### config.mk
export PLATFORM = sky130hd
export DESIGN_NAME = hazard_scoreboard
export DESIGN_NICKNAME = d
export VERILOG_FILES = /design/src/rtl/hazard_scoreboard_pkg.sv /design/src/rtl/hazard_scoreboard_fwd_priority_match.sv /design/src/rtl/hazard_scoreboard.sv
export SDC_FILE = /design/constraint.sdc
export NUM_CORES = 1
export LEC_CHECK = 0
export ABC_AREA = 0
export BUFFER_PORTS_ARGS = -buffer_cell sky130_fd_sc_hd__buf_2
export CELL_PAD_IN_SITES_DETAIL_PLACEMENT = 0
export CELL_PAD_IN_SITES_GLOBAL_PLACEMENT = 1
export CORE_UTILIZATION = 30
export CTS_BUF_LIST = sky130_fd_sc_hd__clkbuf_8
export DETAILED_ROUTE_END_ITERATION = 12
export GPL_TIMING_DRIVEN = 0
export PLACE_DENSITY = 0.82
export SYNTH_ARGS = -nofsm -noshare
export SYNTH_HDL_FRONTEND = slang
export SYNTH_SLANG_ARGS = --single-unit
export TNS_END_PERCENT = 20
### constraint.sdc
create_clock -name clk -period 3 [get_ports clk]
set_input_delay 0.75 -clock clk [delete_from_list [all_inputs] [get_ports clk]]
set_output_delay 0.75 -clock clk [all_outputs]
set_load 0.05 [all_outputs]
### src/rtl/hazard_scoreboard_pkg.sv
// Shared types for the RV32 hazard/forwarding scoreboard.
// Holds in-flight table entry layout and forward-select constants.
package hazard_scoreboard_pkg;

   // Widest register address / select a build may use.
   localparam int RA_W_MAX = 8;
   localparam int SELW_MAX = 4;

   // Select value meaning "take operand from the register file".
   localparam int FWD_REGFILE = 0;

   typedef logic [SELW_MAX-1:0] fwd_sel_t;

   typedef struct packed {
      logic                valid;
      logic [RA_W_MAX-1:0] rd;
      logic                is_load;
   } inflight_entry_t;

   function automatic int sel_width(input int num_fwd);
      return $clog2(num_fwd + 1);
   endfunction

endpackage

### src/rtl/hazard_scoreboard_fwd_priority_match.sv
// Priority matcher: finds the youngest in-flight producer of one source.
// Ports: rs/used in, tbl in; hit, k (stage index), is_load out.
module fwd_priority_match
   import hazard_scoreboard_pkg::*;
#(
   parameter int NUM_FWD = 2,
   parameter int RA_W    = 5,
   parameter int SELW    = 2
) (
   input  logic                          [RA_W-1:0] rs,
   input  logic                                     used,
   input  inflight_entry_t [NUM_FWD:1]              tbl,
   output logic                                     hit,
   output logic                          [SELW-1:0] k,
   output logic                                     is_load
);

   logic [RA_W_MAX-1:0] rs_x;

   assign rs_x = RA_W_MAX'(rs);

   // Scan oldest to youngest so the youngest match is left standing.
   always_comb begin
      hit     = 1'b0;
      k       = '0;
      is_load = 1'b0;
      if (used && (rs != '0)) begin
         for (int j = NUM_FWD; j >= 1; j--) begin
            if (tbl[j].valid && (tbl[j].rd == rs_x)) begin
               hit     = 1'b1;
               k       = SELW'(j);
               is_load = tbl[j].is_load;
            end
         end
      end
   end

endmodule

### src/rtl/hazard_scoreboard.sv
// Hazard/forwarding controller: forward selects, load-use stall,
// redirect flush train. Optional perf counters under HAZARD_PERF_EN.
// Ports: clk, rst_n; id_* decode info, redirect in;
// fwd_sel, stall_id, flush_id, stall_count, flush_count out.
module hazard_scoreboard
   import hazard_scoreboard_pkg::*;
#(
   parameter  int NUM_SRC      = 2,
   parameter  int NUM_FWD      = 2,
   parameter  int LOAD_LAT     = 1,
   parameter  int FLUSH_CYCLES = 2,
   parameter  int RA_W         = 5,
   localparam int SELW         = sel_width(NUM_FWD)
) (
   input  logic                    clk,
   input  logic                    rst_n,
   input  logic                    id_valid,
   input  logic [NUM_SRC*RA_W-1:0] id_rs_addr,
   input  logic [NUM_SRC-1:0]      id_rs_used,
   input  logic [RA_W-1:0]         id_rd_addr,
   input  logic                    id_rd_we,
   input  logic                    id_is_load,
   input  logic                    redirect,
   output logic [NUM_SRC*SELW-1:0] fwd_sel,
   output logic                    stall_id,
   output logic                    flush_id,
   output logic [31:0]             stall_count,
   output logic [31:0]             flush_count
);

   if (LOAD_LAT < 1 || LOAD_LAT >= NUM_FWD) begin : g_bad_lat
      $error("hazard_scoreboard: need 1 <= LOAD_LAT < NUM_FWD");
   end
   if (FLUSH_CYCLES < 1 || FLUSH_CYCLES > 15) begin : g_bad_flush
      $error("hazard_scoreboard: FLUSH_CYCLES must be 1..15");
   end
   if (RA_W > RA_W_MAX || SELW > SELW_MAX) begin : g_bad_w
      $error("hazard_scoreboard: RA_W or NUM_FWD too large");
   end

   // The redirect cycle is itself the first bubble.
   localparam logic [3:0] FLUSH_LOAD = 4'(FLUSH_CYCLES - 1);

   inflight_entry_t [NUM_FWD:1] tbl;
   inflight_entry_t             new_ent;
   logic            [3:0]       flush_cnt;
   logic                        take;

   logic [NUM_SRC-1:0] hit;
   logic [NUM_SRC-1:0] ld;
   logic [NUM_SRC-1:0] lu;
   logic [SELW-1:0]    k_sel [NUM_SRC];

   for (genvar i = 0; i < NUM_SRC; i++) begin : g_src
      fwd_priority_match #(
         .NUM_FWD (NUM_FWD),
         .RA_W    (RA_W),
         .SELW    (SELW)
      ) u_match (
         .rs      (id_rs_addr[i*RA_W +: RA_W]),
         .used    (id_rs_used[i]),
         .tbl     (tbl),
         .hit     (hit[i]),
         .k       (k_sel[i]),
         .is_load (ld[i])
      );

      assign fwd_sel[i*SELW +: SELW] =
         (hit[i] && id_valid) ? k_sel[i]
                              : SELW'(FWD_REGFILE);

      assign lu[i] = hit[i] & ld[i] &
                     (k_sel[i] <= SELW'(LOAD_LAT));
   end

   // Gated by rst_n so a redirect held during reset cannot flush.
   assign flush_id = rst_n & (redirect | (flush_cnt != 4'd0));
   assign stall_id = id_valid & ~flush_id & (|lu);

   assign take = id_valid & id_rd_we & (id_rd_addr != '0) &
                 ~stall_id & ~flush_id;

   always_comb begin
      new_ent         = '0;
      new_ent.valid   = take;
      new_ent.rd      = take ? RA_W_MAX'(id_rd_addr) : '0;
      new_ent.is_load = take & id_is_load;
   end

   always_ff @(posedge clk or negedge rst_n) begin
      if (!rst_n) begin
         tbl <= '0;
      end else begin
         for (int j = NUM_FWD; j >= 2; j--) begin
            tbl[j] <= tbl[j-1];
         end
         tbl[1] <= new_ent;
      end
   end

   always_ff @(posedge clk or negedge rst_n) begin
      if (!rst_n) begin
         flush_cnt <= 4'd0;
      end else if (redirect) begin
         flush_cnt <= FLUSH_LOAD;
      end else if (flush_cnt != 4'd0) begin
         flush_cnt <= flush_cnt - 4'd1;
      end
   end

`ifdef HAZARD_PERF_EN
   always_ff @(posedge clk or negedge rst_n) begin
      if (!rst_n) begin
         stall_count <= 32'd0;
         flush_count <= 32'd0;
      end else begin
         if (stall_id) stall_count <= stall_count + 32'd1;
         if (redirect) flush_count <= flush_count + 32'd1;
      end
   end
`else
   assign stall_count = 32'd0;
   assign flush_count = 32'd0;
`endif

endmodule

* Word-level counts from Yosys, hierarchy flattened
Index checks and enable logic that the tools add are counted.
** Storage, ports and cells
- Word-level logic and storage cells :: 66
- Input port bits :: 23
- Register bits after elaboration :: 18
- Output and inout bits :: 70
** Cells by class
- Bitwise gates (word level) :: 15
- Multiplexer cells :: 23
- Add/sub/neg operators :: 1
- Reduce and logical (&&, ||, !) cells :: 14
- Order comparisons :: 2
- Equality and inequality tests :: 4
** Operator list (number)
- equality test 5 bit :: 4
- two-way mux 2 bit :: 8
- nonzero test 5 bit :: 3
- AND 1 bit :: 12
- two-way mux 1 bit :: 12
- logical AND 1 bit :: 8
- two-way mux 4 bit :: 2
- two-way mux 5 bit :: 1
- <= comparator 2 x 1 -> 1 bit (second input constant) :: 2
- nonzero test 4 bit :: 1
- subtractor 4 x 1 -> 4 bit (second input constant) :: 1
- inverter 1 bit :: 2
- nonzero test 2 bit :: 1
- OR reduction 2 bit :: 1
- OR 1 bit :: 1

* Logic depth before layout (Yosys ltp)
Gate-level depths: netlist (run 1).
- Word-level depth :: 13
- Gate-level depth with buffers :: 7
- Depth with buffers taken out :: 7

* Hierarchy
From an unflattened synthesis (run 1), not the netlist that was laid out.
** Unflattened totals
- Cells, all modules :: 173
- Area total of the unflattened synthesis :: 1600.3 um^2
** Modules (own cells, without submodules)
- hazard_scoreboard :: area an instance 1214.9 um^2, cells each 125, times used 1, sequential area each 450.4 um^2
- fwd_priority_match :: area an instance 192.7 um^2, cells each 24, times used 2, sequential area each 0.0 um^2

* Least setup slack after synthesis (run 1)
No wires, ideal clock.
- Path kind :: input -> output
- Start point :: input port id_rs_addr[3]
- End point :: output port fwd_sel[1]
- Buffers on the path :: 0
- Data required time :: 2.250 ns
- Data arrival time :: 2.312 ns
- Cell stages on the path :: 4
- Setup slack :: -0.062 ns
- Cells stage by stage :: xor2_1 > nor4_1 > nand4_1 > nor3_1
** Between the ends
- Cells in the longest elaborated chain, start to end :: 7
- Elaborated cells on any way between the ends :: 14
- Those cells by class :: 2 x eq/ne; 7 x mux; 5 x reduce/logical
** Ends and longest elaborated chain
- start: declaration :: line hazard_scoreboard.sv:18 : input logic [NUM_SRC*RA_W-1:0] id_rs_addr,
- equality test 5 bit :: line hazard_scoreboard_fwd_priority_match.sv:29 : if (tbl[j].valid && (tbl[j].rd == rs_x)) begin
- logical AND 1 bit :: line hazard_scoreboard_fwd_priority_match.sv:29
- two-way mux 1 bit (2 in series) :: line hazard_scoreboard_fwd_priority_match.sv:29
- two-way mux 1 bit :: line hazard_scoreboard_fwd_priority_match.sv:27 : if (used && (rs != '0)) begin
- logical AND 1 bit :: line hazard_scoreboard.sv:69 : (hit[i] && id_valid) ? k_sel[i]
- two-way mux 2 bit * :: line hazard_scoreboard.sv:69
- end: declaration :: line hazard_scoreboard.sv:24 : output logic [NUM_SRC*SELW-1:0] fwd_sel,
Every way passes the cells marked *; elsewhere a longest branch is shown, timed or not.

* Worst setup path in the final report (run 1)
- Start point :: input port id_rs_addr[0]
- End point :: output port stall_id
** Between the ends
- Cells in the longest elaborated chain, start to end :: 9
- Elaborated cells on any way between the ends :: 20
- Those cells by class :: 1 x order compare; 2 x eq/ne; 9 x mux; 3 x bitwise; 5 x reduce/logical
** Ends and longest elaborated chain
- equality test 5 bit :: line hazard_scoreboard_fwd_priority_match.sv:29
- logical AND 1 bit :: line hazard_scoreboard_fwd_priority_match.sv:29
- two-way mux 2 bit or two-way mux 1 bit (tied branches) (2 in series) :: line hazard_scoreboard_fwd_priority_match.sv:29
- two-way mux 2 bit or two-way mux 1 bit (tied branches) :: line hazard_scoreboard_fwd_priority_match.sv:27
- <= comparator 2 x 1 -> 1 bit or AND 1 bit (tied branches) :: line hazard_scoreboard.sv:73, hazard_scoreboard.sv:72
- AND 1 bit * :: line hazard_scoreboard.sv:72 : assign lu[i] = hit[i] & ld[i] &
- OR reduction 2 bit * :: line hazard_scoreboard.sv:78 : assign stall_id = id_valid & ~flush_id & (|lu);
- AND 1 bit * :: line hazard_scoreboard.sv:78
- end: declaration :: line hazard_scoreboard.sv:25 : output logic stall_id,
Marks and branches as above.

==> flow_summary.json, run 1 <==
{
  "run_status": "complete, but fails checks",
  "failed_checks": "DRC",
  "crit_path_cell_trace": "buf_2, or4_4, o21ai_4, nor4_4, o21a_4, and2_1, buf_6",
  "synthToLayoutAreaGrowth_pct": 40.9,
  "fin_crit_ns": 2.96,
  "largest_net_degree_at_the_start_of_global_routing": 19,
  "holdWs_ns": 0.407,
  "ys_top_cells_by_count": "64 x sky130_fd_sc_hd__buf_4, 17 x sky130_fd_sc_hd__dfrtp_1, 13 x sky130_fd_sc_hd__xnor2_1, 8 x sky130_fd_sc_hd__xor2_1",
  "postSynth.asyncResetShare_pct": 100,
  "critical_path_arrival_ns": 2.21,
  "worstSkewPairLatency_ns": 0.25,
  "reg2reg_to": "tbl[2]",
  "cts.hold.buffers_added": 0,
  "post_detailed_route_drc_marker_count": 12,
  "global_route.usage.total_pct": 10.5,
  "grt_antenna_before_repair": 0,
  "synthDominantAreaCellType": "sky130_fd_sc_hd__buf_4",
  "synth_top_family_by_area": "buffers and inverters",
  "groute.layer.met1.usage_pct": 13.4,
  "post_route_cells_drive_above_1_share_pct": 42.9,
  "cpLargestDelayFamily": "simple AND/OR/NAND/NOR gates",
  "finalWeightedCongestion": 0.734,
  "route.vias.total": 1093,
  "clk_root_buffer_cell": "sky130_fd_sc_hd__clkbuf_8",
  "route.detailed.wl_per_inst_um": 8.38,
  "cts_num_sinks": 17,
  "clock.fmax_mhz": 338,
  "grtUsageMet2_pct": 16.5,
  "worst-setup-path-type": "primary input to output port",
  "max_cap_violations": 0,
  "power-per-cell-area_nw_per_um2": 431,
  "fp.dieW_um": 70.5,
  "post_synth_xor_area_fraction_pct": 13.1,
  "ys.warnings.count": 0,
  "most_used_standard_cell_by_instance_count_after_synthesis": "sky130_fd_sc_hd__buf_4",
  "final_max_slew_viol_count": 0,
  "syn_area_sq_um": 1410,
  "synth.lib_cells_used.distinct": 28,
  "synthDominantCellAreaShare_pct": 34.1,
  "synth_ff_type": "sky130_fd_sc_hd__dfrtp_1",
  "nets": 279,
  "worstSetupStartpointType": "primary input",
  "final_ws_setup_ns": 0.0429,
  "route.antenna.remaining_nets": 0,
  "grt_first_pass_wirelength_um": 4130,
  "cts_tree": "yes",
  "critical_path_required_ns": 2.25,
  "detail_route.vias_per_cell": 3.57,
  "die_h_um": 70.5,
  "finalPower_uw": 857,
  "irDropWorstVdd_mv": 0.156,
  "timing.clock.skew_ns": 0.00162,
  "crit_fanout": 3,
  "post_dp_cell_area_sq_um": 1860,
  "drt-total-wl_um": 2570,
  "dp_slack_ns": -0.0685,
  "first_pass_iteration_count_of_the_detailed_router": 8,
  "place.detailed.hpwl_um": 2110,
  "worstRegToRegCells": 7,
  "cp_num_buf_inv": 2,
  "holdCritPathClass": "primary input to asynchronous set/reset pin",
  "synthesis.area_per_instance_sq_um": 9.03,
  "synth-seq-area-share_pct": 30.2,
  "post_syn_instances": 156,
  "critPathSlowestCell": "sky130_fd_sc_hd__or4_4",
  "worst_r2r_startpoint": "flush_cnt[0]",
  "grt_pass1_vias": 964,
  "std_cell_rows": 24,
  "cts_buffers": 3,
  "htreeDepth": 1,
  "place.port_buffers": 28,
  "synth_seq_cells": 17,
  "power.leakage_uw": 0.00114,
  "antenna_cells": 0,
  "floorplan.initialDensity_pct": 31.7,
  "cts.path.max_buffers": 2,
  "post-route-period-util_pct": 98.6,
  "clock_transition_at_path_regs_ns": 0.06,
  "use_met3_pct": 1.14,
  "synth_top_cells_by_area": "sky130_fd_sc_hd__buf_4 34%, sky130_fd_sc_hd__dfrtp_1 30%, sky130_fd_sc_hd__xnor2_1 8.1%, sky130_fd_sc_hd__xor2_1 5.0%, sky130_fd_sc_hd__nor3_1 1.8%",
  "total_overflow_reported_by_the_global_router": 0,
  "slowest_delay_ns": 0.54,
  "synth_simple_gate_area_share_pct": 16.5,
  "synth_edf_count": 0,
  "total_of_endpoints_with_negative_setup_slack_in_the_final_report": 0,
  "end_kind": "output port",
  "fp.dieArea_sq_um": 4970,
  "reg2reg_slack_ns": 0.94,
  "muxShareOfSynthArea_pct": 0,
  "unrepaired_setup_endpoints_after_global_routing": "false",
  "core_region_area_sq_um": 4440,
  "synth_compound_gate_area_share_pct": 4.17,
  "pin_count": 93,
  "synth_adder_area_share_pct": 0.888,
  "grt_most_used_layer": "met2",
  "final_design_area_no_fill_sq_um": 1990,
  "drt_iter0_markers": 40,
  "final_report_hold_violation_count": 0
}
## final cells by class
class,count,area [sq um]
clock inverters,1,3.75
inverters,3,11.3
well taps,52,65.1
clock buffers,3,41.3
repair buffers,31,169
plain buffers,64,480
flip-flops and latches,17,425
fillers,468,2460
multi-input cells,135,790
## cell usage in the layout, fill, tap and decap left out, types with 2 or more instances in the layout
cell / Yosys / routed
sky130_fd_sc_hd__buf_2: 0 / 27
sky130_fd_sc_hd__nor3_1: 5 / 4
sky130_fd_sc_hd__and2_2: 2 / 2
sky130_fd_sc_hd__inv_1: 3 / 4
sky130_fd_sc_hd__nor4_4: 0 / 2
sky130_fd_sc_hd__xnor2_1: 13 / 13
sky130_fd_sc_hd__clkbuf_8: 0 / 3
sky130_fd_sc_hd__o21ai_4: 0 / 2
sky130_fd_sc_hd__nor3b_1: 3 / 3
sky130_fd_sc_hd__nor4_1: 4 / 2
sky130_fd_sc_hd__nand4_1: 2 / 2
sky130_fd_sc_hd__nand2b_1: 2 / 2
sky130_fd_sc_hd__buf_4: 64 / 67
sky130_fd_sc_hd__nand3_1: 3 / 3
sky130_fd_sc_hd__nor2_1: 6 / 6
sky130_fd_sc_hd__and2_1: 2 / 2
sky130_fd_sc_hd__dfrtp_1: 17 / 17
sky130_fd_sc_hd__conb_1: 1 / 64
sky130_fd_sc_hd__nand2_1: 6 / 6
sky130_fd_sc_hd__a21oi_1: 2 / 2
sky130_fd_sc_hd__or4_4: 0 / 2
sky130_fd_sc_hd__xor2_1: 8 / 8
## worst max path at each step
stage	cells after the start	end	from
2_1_floorplan	4	fwd_sel[3]	id_rs_addr[8]
5_1_grt	7	stall_id	id_rs_addr[0]
4_1_cts	7	stall_id	id_rs_addr[0]
6_report	7	stall_id	id_rs_addr[0]
3_3_place_gp	7	stall_id	id_rs_addr[0]
3_5_place_dp	7	stall_id	id_rs_addr[0]
## registers in the layout, summed over array words and instances, names as in the netlist
register   cells
flush_cnt      4
tbl           13
## cells by family (layout without fill, tap and decap cells)
logic type | Yosys count | after routing
AO/OA/AOI/OAI | 8 | 8
AND/OR/NAND/NOR | 41 | 41
flip-flops | 17 | 17
XOR/XNOR | 21 | 21
adder cells (fa/ha/maj) | 1 | 1
buffers and inverters | 67 | 102
other | 1 | 64
## power breakdown
group / internal (uW) / leakage [uW] / total (uW) / switching, uW
registers: 256 / 0.000229 / 279 / 23.1
logic: 138 / 0.000882 / 412 / 274
clock network: 90.9 / 0.0000269 / 165 / 74.5
## what timing repair did
item,CTS,global route
setup endpoints to repair,1,1
pin swaps,3,2
buffers inserted,3,0
gates cloned,0,0
endpoints found under the hold margin,0,0
resized for setup,10,1
## metal layers
metal | part of all wire (%) | wire length, um | vias up
met2 | 43 | 1100 | 63
met5 | 0 | 0 | -
met3 | 11 | 276 | 5
met4 | 2.7 | 70 | 0
li1 | - | - | 578
met1 | 44 | 1120 | 447
## through the flow
stage / util (%) / setup TNS, ns / instances
floorplan: - / -0.0479 / 219
finish: 44.7 / 0 / 306
global route: 44.7 / 0 / 306
CTS: 44.5 / 0 / 306
detailed placement: 41.8 / -0.0685 / 299
global placement: 41.8 / -0.0675 / 299
No activity file was read; power rests on OpenSTA's default activity.
==> run 2: changes to the inputs <==
--- a/config.mk
+++ b/config.mk
@@ -11,9 +11,11 @@
 export CELL_PAD_IN_SITES_GLOBAL_PLACEMENT = 1
 export CORE_UTILIZATION = 30
 export CTS_BUF_LIST = sky130_fd_sc_hd__clkbuf_8
+export CTS_CLUSTER_DIAMETER = 120
 export DETAILED_ROUTE_END_ITERATION = 12
 export GPL_TIMING_DRIVEN = 0
 export PLACE_DENSITY = 0.82
+export REMOVE_ABC_BUFFERS = 1
 export SYNTH_ARGS = -nofsm -noshare
 export SYNTH_HDL_FRONTEND = slang
 export SYNTH_SLANG_ARGS = --single-unit
==> run 2 against run 1 <==
Effect of this change: the flow still finishes with violations (DRC); critical path type unchanged; first-iteration DRC count down 48%; sequential share of layout area up 6.9 points; critical path depth is the same.
==> flow_summary.json, run 2 (synthesis gave the netlist of run 1 again) <==
{
  "core_region_area_sq_um": 4440,
  "htreeDepth": 1,
  "std_cell_rows": 24,
  "holdCritPathClass": "primary input to asynchronous set/reset pin",
  "irDropWorstVdd_mv": 0.155,
  "first_pass_iteration_count_of_the_detailed_router": 8,
  "antenna_cells": 0,
  "cts.path.max_buffers": 2,
  "worstRegToRegCells": 7,
  "critical_path_arrival_ns": 2.21,
  "failed_checks": "DRC",
  "route.antenna.remaining_nets": 0,
  "detail_route.vias_per_cell": 3.76,
  "route.detailed.wl_per_inst_um": 9.76,
  "drt-total-wl_um": 2360,
  "fp.dieW_um": 70.5,
  "critical_path_required_ns": 2.25,
  "largest_net_degree_at_the_start_of_global_routing": 19,
  "power-per-cell-area_nw_per_um2": 525,
  "route.vias.total": 910,
  "post_detailed_route_drc_marker_count": 11,
  "cts_num_sinks": 17,
  "cts_tree": "yes",
  "worst-setup-path-type": "primary input to output port",
  "clk_root_buffer_cell": "sky130_fd_sc_hd__clkbuf_8",
  "nets": 215,
  "final_common_cell": "sky130_fd_sc_hd__conb_1",
  "clock.fmax_mhz": 338,
  "fin_tns_setup_ns": 0,
  "grt_antenna_before_repair": 0,
  "die_h_um": 70.5,
  "dp_slack_ns": -0.0425,
  "reg.largest.list": "tbl (13), flush_cnt (4)",
  "place.port_buffers": 28,
  "max_flop_register": "tbl",
  "grt_first_pass_wirelength_um": 3790,
  "clock_transition_at_path_regs_ns": 0.06,
  "critPathSlowestCell": "sky130_fd_sc_hd__or4_4",
  "crit_fanout": 3,
  "end_kind": "output port",
  "crit_path_cell_trace": "buf_2, or4_4, o21ai_4, nor4_4, o21a_4, and2_4, buf_6",
  "synthToLayoutAreaGrowth_pct": 6.75,
  "reg2reg_to": "tbl[2]",
  "grt_pass1_vias": 864,
  "worstSkewPairLatency_ns": 0.24,
  "unrepaired_setup_endpoints_after_global_routing": "false",
  "flip_flop_count_of_the_largest_register_after_layout": 13,
  "max_cap_violations": 0,
  "power.leakage_uw": 0.000785,
  "fin_crit_ns": 2.96,
  "timing.clock.skew_ns": 0.00300,
  "drt_iter0_markers": 21,
  "fp.dieArea_sq_um": 4970,
  "total_of_endpoints_with_negative_setup_slack_in_the_final_report": 0,
  "place.detailed.hpwl_um": 1940,
  "floorplan.initialDensity_pct": 31.7,
  "worst_r2r_startpoint": "flush_cnt[0]",
  "cpLargestDelayFamily": "simple AND/OR/NAND/NOR gates",
  "slowest_delay_ns": 0.55,
  "cp_num_buf_inv": 2,
  "post_dp_cell_area_sq_um": 1370,
  "global_route.usage.total_pct": 9.69,
  "pin_count": 93,
  "highest_count_cells_in_the_layout_ignoring_fill_and_taps": "64 x sky130_fd_sc_hd__conb_1, 27 x sky130_fd_sc_hd__buf_2, 17 x sky130_fd_sc_hd__dfrtp_1",
  "post_route_cells_drive_above_1_share_pct": 24.2,
  "reg2reg_slack_ns": 1.02,
  "worstSetupStartpointType": "primary input",
  "total_overflow_reported_by_the_global_router": 0,
  "final_report_hold_violation_count": 0,
  "final_ws_setup_ns": 0.0417,
  "finalPower_uw": 790,
  "post-route-period-util_pct": 98.6,
  "cts_buffers": 3,
  "finalWeightedCongestion": 0.777,
  "final_max_slew_viol_count": 0,
  "run_status": "complete, but fails checks",
  "final_design_area_no_fill_sq_um": 1500
}
run 2: changes by cell type in the layout (fill, tap and decap cells not counted):
cell                       change
sky130_fd_sc_hd__o21ai_1       +1
sky130_fd_sc_hd__inv_1         -1
sky130_fd_sc_hd__and2_1        -1
sky130_fd_sc_hd__nor3_1        +1
sky130_fd_sc_hd__o21ai_0       -1
sky130_fd_sc_hd__clkinv_2      +1
sky130_fd_sc_hd__nor3_2        -1
sky130_fd_sc_hd__and2_4        +1
sky130_fd_sc_hd__buf_4        -64
run 2: worst max path at each step:
stage / start / endpoint / slack (ns) / depth (start not counted)
2_1_floorplan: id_rs_addr[3] / fwd_sel[1] / -0.06 / 4
3_5_place_dp: id_rs_addr[6] / stall_id / -0.04 / 7
5_1_grt: id_rs_addr[4] / stall_id / 0.007 / 7
6_report: id_rs_addr[4] / stall_id / 0.04 / 7
4_1_cts: id_rs_addr[6] / stall_id / 0.03 / 7
3_3_place_gp: id_rs_addr[0] / stall_id / -0.05 / 7
run 2: layout make-up:
class                   count  area (sq um)
inverters                   3          11.3
flip-flops and latches     17           425
multi-input cells         135           787
repair buffers             31           169
fillers                   482          2940
clock buffers               3          41.3
well taps                  52          65.1
clock inverters             1          5.00
run 2: worst reg2reg max path, stage by stage (launching register included):
cell	delay, ns
sky130_fd_sc_hd__dfrtp_1	0.40
sky130_fd_sc_hd__inv_1	0.07
sky130_fd_sc_hd__ha_1	0.20
sky130_fd_sc_hd__or3b_4	0.43
sky130_fd_sc_hd__o21ai_1	0.19
sky130_fd_sc_hd__and2_2	0.22
sky130_fd_sc_hd__o211ai_1	0.16
sky130_fd_sc_hd__nor3b_1	0.23
run 2: layer usage:
| layer | track usage [%] | up-vias | routed length (um) |
|---|---|---|---|
| li1 | - | 447 | - |
| met1 | 13.1 | 405 | 1070 |
| met2 | 14.2 | 54 | 1060 |
| met3 | 1.28 | 4 | 176 |
| met4 | 7.11 | 0 | 61 |
| met5 | 0 | - | 0 |
run 2: stage by stage:
step / hold slack, ns / cells / utilization (%)
2_1_floorplan: 0.374 / 155 / -
3_3_place_gp: 0.406 / 235 / 30.8
3_5_place_dp: 0.421 / 235 / 30.8
4_1_cts: 0.417 / 240 / 33.0
5_1_grt: 0.437 / 242 / 33.8
6_report: 0.415 / 242 / 33.8
run 2: what timing repair did:
item,4_1_cts,5_1_grt
pin swaps,2,4
setup buffers,1,2
setup endpoints to repair,1,1
resized for setup,8,5
hold buffers,0,0
run 2: report_power, final:
part,switching [uW],internal (uW),total [uW],leakage (uW)
Combinational,266,82.4,349,0.000531
Sequential,22.5,256,278,0.000229
Clock,70.9,91.8,163,0.0000255
==> run 3: changes to the inputs <==
--- a/config.mk
+++ b/config.mk
@@ -7,7 +7,8 @@
 export LEC_CHECK = 0
 export ABC_AREA = 0
 export BUFFER_PORTS_ARGS = -buffer_cell sky130_fd_sc_hd__buf_2
-export CELL_PAD_IN_SITES_DETAIL_PLACEMENT = 0
+export CAP_MARGIN = 20
+export CELL_PAD_IN_SITES_DETAIL_PLACEMENT = 1
 export CELL_PAD_IN_SITES_GLOBAL_PLACEMENT = 1
 export CORE_UTILIZATION = 30
 export CTS_BUF_LIST = sky130_fd_sc_hd__clkbuf_8
==> run 3 against run 2 <==
Effect of this change: the flow still finishes with violations (DRC); register-to-register slack hardly changed; die area stayed put; design area is 0.58% lower; global-route usage is 1.8 points higher; critical path type unchanged.
==> flow_summary.json, run 3 (synthesis gave the netlist of run 1 again) <==
{
  "critical_path_arrival_ns": 2.19,
  "critical_path_required_ns": 2.25,
  "clock.fmax_mhz": 340,
  "antenna_cells": 0,
  "reg2reg_to": "tbl[2]",
  "unrepaired_setup_endpoints_after_global_routing": "false",
  "post_detailed_route_drc_marker_count": 10,
  "fp.dieW_um": 70.5,
  "fin_crit_ns": 2.94,
  "grt_antenna_before_repair": 0,
  "grt_pass1_vias": 962,
  "core_region_area_sq_um": 4440,
  "route.detailed.wl_per_inst_um": 11.2,
  "worst_r2r_startpoint": "flush_cnt[0]",
  "max_cap_violations": 0,
  "post-route-period-util_pct": 98.0,
  "drt-total-wl_um": 2720,
  "end_kind": "output port",
  "final_max_slew_viol_count": 0,
  "max_flop_register": "tbl",
  "place.detailed.hpwl_um": 2260,
  "pin_count": 93,
  "highest_count_cells_in_the_layout_ignoring_fill_and_taps": "64 x sky130_fd_sc_hd__conb_1, 27 x sky130_fd_sc_hd__buf_2, 17 x sky130_fd_sc_hd__dfrtp_1",
  "crit_path_end": "stall_id",
  "cts_tree": "yes",
  "fill_cells": 564,
  "cts_buffers": 3,
  "final_report_hold_violation_count": 0,
  "clk_root_buffer_cell": "sky130_fd_sc_hd__clkbuf_8",
  "reg2reg_slack_ns": 1.03,
  "htreeDepth": 1,
  "crit_path_start": "id_rs_addr[4]",
  "post_route_cells_drive_above_1_share_pct": 23.7,
  "timing.clock.skew_ns": 0.00364,
  "synthToLayoutAreaGrowth_pct": 6.13,
  "reg.largest.list": "tbl (13), flush_cnt (4)",
  "fp.dieArea_sq_um": 4970,
  "route.antenna.remaining_nets": 0,
  "power.leakage_uw": 0.000782,
  "flip_flop_count_of_the_largest_register_after_layout": 13,
  "route.vias.total": 943,
  "fin_tns_setup_ns": 0,
  "power-per-cell-area_nw_per_um2": 532,
  "cts.hold.buffers_added": 0,
  "worstRegToRegCells": 7,
  "grt_first_pass_wirelength_um": 4400,
  "drt_iter0_markers": 21,
  "worstSetupStartpointType": "primary input",
  "std_cell_rows": 24,
  "irDropWorstVdd_mv": 0.137,
  "first_pass_iteration_count_of_the_detailed_router": 8,
  "failed_checks": "DRC",
  "finalWeightedCongestion": 0.777,
  "worst-setup-path-type": "primary input to output port",
  "global_route.usage.total_pct": 11.5,
  "clock_transition_at_path_regs_ns": 0.06,
  "total_overflow_reported_by_the_global_router": 0,
  "cts.path.max_buffers": 2,
  "largest_net_degree_at_the_start_of_global_routing": 19,
  "floorplan.initialDensity_pct": 31.7,
  "post_dp_cell_area_sq_um": 1370,
  "final_common_cell": "sky130_fd_sc_hd__conb_1",
  "run_status": "complete, but fails checks",
  "crit_fanout": 3,
  "total_of_endpoints_with_negative_setup_slack_in_the_final_report": 0,
  "holdCritPathClass": "primary input to asynchronous set/reset pin",
  "die_h_um": 70.5,
  "cts_num_sinks": 17,
  "worstSkewPairLatency_ns": 0.25,
  "nets": 215,
  "detail_route.vias_per_cell": 3.90,
  "final_design_area_no_fill_sq_um": 1500,
  "place.port_buffers": 28
}
[run 3: through the flow]
step / worst slack (ns) / total power, uW / util (%) / std cells / hold slack (ns)
3_5_place_dp: -0.0609 / 625 / 30.8 / 235 / 0.418
2_1_floorplan: -0.0616 / 566 / - / 155 / 0.374
3_3_place_gp: -0.0542 / 612 / 30.8 / 235 / 0.406
4_1_cts: 0.00926 / 800 / 33.4 / 241 / 0.427
6_report: 0.0612 / 795 / 33.6 / 242 / 0.424
5_1_grt: 0.0191 / 842 / 33.6 / 242 / 0.451
[run 3: layout make-up]
type | count | area (sq um) | share of cell area [%]
timing repair buffer | 31 | 169 | 11.3
clock inverter | 1 | 3.75 | 0.251
clock buffer | 3 | 41.3 | 2.76
multi-input combinational | 135 | 779 | 52.1
tap | 52 | 65.1 | 4.35
sequential | 17 | 425 | 28.5
inverter | 3 | 11.3 | 0.753
[run 3: worst min path at each step]
stage	to
finish	flush_cnt[0]
global route	flush_cnt[0]
CTS	flush_cnt[0]
detailed placement	tbl[19]
global placement	tbl[19]
floorplan	tbl[19]
[run 3: worst max-delay path, stage by stage]
cell                      delay [ns]
sky130_fd_sc_hd__buf_2          0.13
sky130_fd_sc_hd__or4_4          0.55
sky130_fd_sc_hd__o21ai_4        0.17
sky130_fd_sc_hd__nor4_4         0.06
sky130_fd_sc_hd__o21a_4         0.22
sky130_fd_sc_hd__and2_1         0.16
sky130_fd_sc_hd__buf_6          0.15
[run 3: layer usage]
layer / vias to the layer above / GRT usage (%) / wire length, um
met2: 54 / 19.5 / 1360
met3: 4 / 1.42 / 232
li1: 447 / - / -
met4: 0 / 6.00 / 53
met1: 438 / 14.3 / 1080
met5: - / 0 / 0
[run 3: what timing repair did]
item | 4_1_cts | 5_1_grt
buffers inserted | 2 | 1
pin swaps | 3 | 4
gates resized for setup | 10 | 2
endpoints found under the setup margin | 1 | 1
endpoints found under the hold margin | 0 | 0
[run 3: report_power, final]
group | leakage [uW] | internal (uW) | total [uW] | switching (uW)
combinational | 0.000526 | 81.8 | 351 | 270
sequential | 0.000229 | 256 | 281 | 24.9
clock | 0.0000269 | 90.6 | 163 | 72.0
total | 0.000782 | 428 | 795 | 366
